$ cat config.mk
export PLATFORM = sky130hd
export DESIGN_NAME = sim_tick_ctrl
export DESIGN_NICKNAME = d
export VERILOG_FILES = /design/src/rtl/sim_tick_pkg.sv /design/src/rtl/sim_prescaler.sv /design/src/rtl/sim_tick_ctrl.sv
export SDC_FILE = /design/constraint.sdc
export NUM_CORES = 1
export LEC_CHECK = 0
export ABC_CLOCK_PERIOD_IN_PS = 5190
export CAP_MARGIN = 20
export CORE_MARGIN = 1
export CORE_UTILIZATION = 40
export DETAILED_ROUTE_END_ITERATION = 10
export MAX_ROUTING_LAYER = met4
export PLACE_DENSITY = 0.57
export SKIP_CTS_REPAIR_TIMING = 1
export SLEW_MARGIN = 20
export SYNTH_ARGS = -nofsm -noshare
export SYNTH_HDL_FRONTEND = slang
export SYNTH_HIERARCHICAL = 1
export SYNTH_SLANG_ARGS = --single-unit
$ cat constraint.sdc
create_clock -name clk_50Mhz -period 5.19 [get_ports clk_50Mhz]
set_clock_uncertainty 0.15 [all_clocks]
set_input_delay 1.038 -clock clk_50Mhz [delete_from_list [all_inputs] [get_ports clk_50Mhz]]
set_output_delay 1.038 -clock clk_50Mhz [all_outputs]
set_load 0.02 [all_outputs]
$ cat src/rtl/sim_tick_pkg.sv
// Shared encodings for the HIL simulation time-base controller.
package sim_tick_pkg;

   typedef enum logic [1:0] {
      OP_STOP   = 2'b00,
      OP_RUN    = 2'b01,
      OP_STEP   = 2'b10,
      OP_SETDIV = 2'b11
   } op_e;

   typedef enum logic [1:0] {
      ST_IDLE = 2'b00,
      ST_RUN  = 2'b01,
      ST_STEP = 2'b10
   } state_e;

   localparam int unsigned DIV_MIN = 2;

endpackage

$ cat src/rtl/sim_prescaler.sv
// Tick prescaler: counts 0..div-1 while enabled, flags `due` on the last count and
// applies a staged divisor at the next wrap so a running period is never cut short.
module sim_prescaler #(
   parameter int unsigned DIV_W     = 16,
   parameter int unsigned DIV_RESET = 250
) (
   input  logic             clk,
   input  logic             rst_n,
   input  logic             en,
   input  logic             load,
   input  logic             stage,
   input  logic [DIV_W-1:0] div_in,
   output logic             due
);

   logic [DIV_W-1:0] cnt_q;
   logic [DIV_W-1:0] div_q;
   logic [DIV_W-1:0] stage_q;
   logic             stage_vld_q;

   assign due = en && (cnt_q >= div_q - DIV_W'(1));

   always_ff @(posedge clk or negedge rst_n) begin
      if (!rst_n) begin
         cnt_q       <= '0;
         div_q       <= DIV_W'(DIV_RESET);
         stage_q     <= '0;
         stage_vld_q <= 1'b0;
      end else begin
         if (!en || due) begin
            cnt_q <= '0;
         end else begin
            cnt_q <= cnt_q + DIV_W'(1);
         end
         // A staged value left over from a stopped run is applied once idle.
         if (load) begin
            div_q       <= div_in;
            stage_vld_q <= 1'b0;
         end else if ((due || !en) && stage_vld_q) begin
            div_q       <= stage_q;
            stage_vld_q <= 1'b0;
         end
         if (stage) begin
            stage_q     <= div_in;
            stage_vld_q <= 1'b1;
         end
      end
   end

endmodule

$ cat src/rtl/sim_tick_ctrl.sv
// Run/stop/single-step controller for the HIL simulation time base: issues sim_tick
// strobes at a programmable rate, withholds them while the plant is busy, flags overruns.
module sim_tick_ctrl
   import sim_tick_pkg::*;
#(
   parameter int unsigned DIV_W     = 16,
   parameter int unsigned DIV_RESET = 250,
   parameter int unsigned DIV_MIN   = sim_tick_pkg::DIV_MIN,
   parameter int unsigned CNT_W     = 32
) (
   input  logic             clk_50Mhz,
   input  logic             rst_n,
   input  logic             cmd_valid,
   output logic             cmd_ready,
   input  logic [1:0]       cmd_op,
   input  logic [DIV_W-1:0] cmd_arg,
   output logic             cmd_err,
   input  logic             model_busy,
   input  logic             overrun_clr,
   output logic             sim_tick,
   output logic             sim_clk,
   output logic             step_done,
   output logic             overrun,
   output logic [1:0]       state,
   output logic [CNT_W-1:0] tick_count
);

   state_e           state_q;
   logic [DIV_W-1:0] remain_q;
   logic             pending_q;
   logic             done_arm_q;
   op_e              op;
   logic             accept, active, stop_acc, ticking, issue, due;
   logic             div_load, div_stage;
   logic [DIV_W-1:0] div_arg;

   assign op        = op_e'(cmd_op);
   assign cmd_ready = 1'b1;
   assign accept    = cmd_valid;
   assign active    = (state_q != ST_IDLE);
   assign stop_acc  = accept && (op == OP_STOP);
   assign ticking   = active && !stop_acc;
   assign issue     = ticking && !model_busy && (pending_q || due);
   assign div_arg   = (cmd_arg < DIV_W'(DIV_MIN)) ? DIV_W'(DIV_MIN) : cmd_arg;
   assign div_load  = accept && (op == OP_SETDIV) && !active;
   assign div_stage = accept && (op == OP_SETDIV) && active;
   assign state     = state_q;

   sim_prescaler #(
      .DIV_W     (DIV_W),
      .DIV_RESET (DIV_RESET)
   ) u_prescaler (
      .clk    (clk_50Mhz),
      .rst_n  (rst_n),
      .en     (active),
      .load   (div_load),
      .stage  (div_stage),
      .div_in (div_arg),
      .due    (due)
   );

   always_ff @(posedge clk_50Mhz or negedge rst_n) begin
      if (!rst_n) begin
         state_q    <= ST_IDLE;
         remain_q   <= '0;
         pending_q  <= 1'b0;
         done_arm_q <= 1'b0;
         sim_tick   <= 1'b0;
         sim_clk    <= 1'b0;
         step_done  <= 1'b0;
         cmd_err    <= 1'b0;
         overrun    <= 1'b0;
         tick_count <= '0;
      end else begin
         sim_tick   <= 1'b0;
         cmd_err    <= 1'b0;
         step_done  <= done_arm_q;
         done_arm_q <= 1'b0;

         // A deadline passing while a tick is still owed drops that tick.
         if (ticking && due && pending_q) begin
            overrun <= 1'b1;
         end else if (overrun_clr) begin
            overrun <= 1'b0;
         end
         if (ticking) begin
            pending_q <= model_busy && (pending_q || due);
         end
         if (issue) begin
            sim_tick   <= 1'b1;
            sim_clk    <= ~sim_clk;
            tick_count <= tick_count + CNT_W'(1);
         end

         case (state_q)
            ST_IDLE: begin
               if (accept && (op == OP_RUN)) begin
                  state_q <= ST_RUN;
               end else if (accept && (op == OP_STEP)) begin
                  if (cmd_arg == '0) begin
                     step_done <= 1'b1;
                  end else begin
                     state_q  <= ST_STEP;
                     remain_q <= cmd_arg;
                  end
               end
            end
            ST_RUN, ST_STEP: begin
               if (stop_acc) begin
                  state_q   <= ST_IDLE;
                  pending_q <= 1'b0;
               end else begin
                  if (accept && ((op == OP_RUN) || (op == OP_STEP))) begin
                     cmd_err <= 1'b1;
                  end
                  if ((state_q == ST_STEP) && issue) begin
                     if (remain_q == DIV_W'(1)) begin
                        state_q    <= ST_IDLE;
                        done_arm_q <= 1'b1;
                     end else begin
                        remain_q <= remain_q - DIV_W'(1);
                     end
                  end
               end
            end
            default: state_q <= ST_IDLE;
         endcase
      end
   end

endmodule

==> results.json <==
{
  "rsz0062_at_grt": "false",
  "grt_max_degree": 81,
  "dieWidth_um": 125.3,
  "wl_per_cell_um": 16.48,
  "syn_area_um2": 6082,
  "holdPathEnd": "tick_count[31]$_DFFE_PN0N_",
  "critical_path_class": "reg2reg",
  "critPathRequiredTime_ps": 5280,
  "syn_to_final_growth_pct": 17.14,
  "r2r_start": "u_prescaler/div_q[0]$_DFFE_PN0P_",
  "synth.avg_cell_area_um2": 10.29,
  "status": "finished, final reports clean",
  "die_height_um": 125.3,
  "coreArea_um2": 14700,
  "leakage_nw": 2.914,
  "end_kind": "flip-flop",
  "grt-ovfl-total": 0,
  "cp-start-kind": "flip-flop",
  "dpl.cell_count": 810,
  "clk_pin_slew_ps": 70,
  "first_iter_violations": 189,
  "grt_pass1_vias": 4528,
  "drive_gt1_share_pct": 11.21,
  "worstHoldStart": "tick_count[31]$_DFFE_PN0N_",
  "drt-pass1-iter-count": 6,
  "finish.instance_area_um2": 7124,
  "port_buffers": 61,
  "cts_tree": "done",
  "finalCritPeriodShare_pct": 87.74,
  "yosysTopAreaCellShare_pct": 41.14,
  "n_antenna_cell": 0,
  "final-hold-violation-count": 0,
  "worstReg2RegEnd": "state[0]$_DFFE_PN0P_",
  "place_area_um2": 6828,
  "grt_use_total_pct": 18.91,
  "final_nets": 687,
  "hpwlAfterDp_um": 9809,
  "rr_worst_depth": 18,
  "synth-seq-area-share_pct": 43.74,
  "row_count": 44,
  "setup_viol": 0,
  "syn_nets": 641,
  "worst_pin_slew_ps": 857.0,
  "io_pins": 63,
  "start_util_pct": 41.38,
  "arrival_ps": 4640,
  "yosysUniqueCellTypes": 67,
  "period_minus_slack_ps": 4554,
  "regToRegSetupSlack_ps": 640,
  "via_per_inst": 5.492,
  "ys_warn_count": 6,
  "stdcell_count": 826,
  "worst_hold_path.num_cells": 1,
  "clock_latency_ps": 350,
  "cts_max_path_buffers": 2,
  "min_path_type": "reg2reg",
  "drc": 0,
  "cts_made_buffers": 9,
  "yosysMostFrequentCell": "dfrtp_1",
  "grt_pass1_wl_um": 22880,
  "antenna_found_initial": 0,
  "cap_violations": 0,
  "synth_common_cells": "dfrtp_1 (100), nor2_1 (42), nand2_1 (40), mux2_2 (31), xnor2_1 (31)",
  "synth-edff-count": 0,
  "vias": 4536,
  "cts.sinks": 106,
  "dieArea_um2": 15700,
  "ys_seq_elements": 106,
  "final.setup.tns_ps": 0,
  "fmaxAchievable_mhz": 219.6,
  "drv_slew": 0,
  "yosysTopAreaCell": "dfrtp_1",
  "power.density_nw_per_um2": 407.7,
  "clockRootBuffer": "clkbuf_16",
  "synthCells": 591,
  "htreeDepth": 3,
  "gp_congestion": 0.8211,
  "critPathMaxFanout": 8,
  "synthTopCellsByArea": "dfrtp_1 (41%), mux2_2 (5.7%), ha_1 (5.6%)",
  "slew_headroom_pct": 42.87,
  "vdd_drop_max_uv": 239.0,
  "wirelength_um": 13610,
  "ant_nets": 0,
  "synth-main-ff-cell": "dfrtp_1",
  "async_flop_share_pct": 100.0
}
-- per-stage QoR --
step	hold WS [ps]	total power, W	util (%)	setup WS, ps
2_1_floorplan	261.9	0.001949	-	1204
3_3_place_gp	311.9	0.002204	46.45	805.3
3_5_place_dp	299.7	0.002245	46.45	623.6
4_1_cts	325.3	0.002943	48.44	613.3
5_1_grt	352.3	0.003119	48.47	141.0
6_report	320.4	0.002905	48.47	636.4
-- layout by cell type, fill, tap and decap left out, types with 5 or more instances in the layout --
master           count
and2_1               9
nor4_1               9
a21oi_1             17
xor2_1              27
mux2_2              31
o21ai_0             10
dfstp_2              6
xnor2_1             31
clkdlybuf4s50_1     60
nor2b_1              9
nand3_1             28
buf_4                6
or3_1                5
inv_1               23
nand2_1             40
nor2_1              42
nor3_1              11
clkbuf_16            9
nand2b_1             5
ha_1                27
dfrtp_1            100
nand4_1             23
o211ai_1             7
mux2_1              14
and3_1              12
or4_1               13
-- kinds of logic after synthesis --
group | after synthesis | synth area share [%]
xor+xnor | 58 | 8.352
simple gates | 225 | 20.55
other cells | 1 | 0.06166
compound gates | 70 | 9.073
mux | 49 | 8.990
fa+ha+maj | 27 | 5.554
buf+inv | 55 | 3.682
flops | 106 | 43.74
-- flip-flops by register name, summed over array words and instances (netlist names) --
name and cells:
u_prescaler/stage_vld_q 1, state 2, overrun 1, sim_clk 1
pending_q 1, u_prescaler/stage_q 16, sim_tick 1, step_done 1
u_prescaler/cnt_q 16, remain_q 16, done_arm_q 1, u_prescaler/div_q 16
cmd_err 1, tick_count 32
-- metal layers --
layer  global-route usage (%)  wire length, um  vias to the layer above
met5                        -                0                        -
met4                    4.376              154                        0
met3                    3.937              478                       10
met2                    32.60             6989                       67
met1                    22.66             5988                     2264
li1                         -                -                     2195
-- critical path: stages, from the launching register on --
cell and delay [ps]:
dfrtp_1 390, inv_1 90, ha_1 210, nand4bb_1 180, nor2_1 160, nand2_1 90
nor4_1 260, xnor2_1 110, ha_1 330, nand4_1 160, nor3_1 360, a2111oi_4 120
a31oi_1 410, o21bai_1 220, nor2_1 340, buf_4 240, a41o_1 220, o21ai_0 140
a22o_1 260
-- how the worst max path moves through the flow --
stage	startpoint	end	depth (start not counted)
floorplan	u_prescaler/div_q[0]$_DFFE_PN0P_	tick_count[31]$_DFFE_PN0N_	17
global placement	u_prescaler/div_q[0]$_DFFE_PN0P_	tick_count[26]$_DFFE_PN0N_	18
detailed placement	u_prescaler/div_q[0]$_DFFE_PN0P_	state[0]$_DFFE_PN0P_	18
CTS	u_prescaler/div_q[0]$_DFFE_PN0P_	state[0]$_DFFE_PN0P_	18
global route	u_prescaler/div_q[0]$_DFFE_PN0P_	remain_q[3]$_DFFE_PN0P_	18
finish	u_prescaler/div_q[0]$_DFFE_PN0P_	state[0]$_DFFE_PN0P_	18
-- area by class of cell --
class,instances,area [um^2]
Tap cell,184,230.2
Clock buffer,14,254.0
Clock inverter,2,38.79
Multi-Input combinational cell,430,3198
Sequential cell,106,2660
Timing Repair Buffer,67,656.9
Inverter,23,86.33
Fill cell,1364,7575
-- power by group --
part / switching (W) / internal, W
clock: 0.000293 / 0.000389
combinational: 0.000515 / 0.000466
sequential: 0.000199 / 0.00104
total: 0.00101 / 0.00190
No activity file was read; power rests on OpenSTA's default activity.
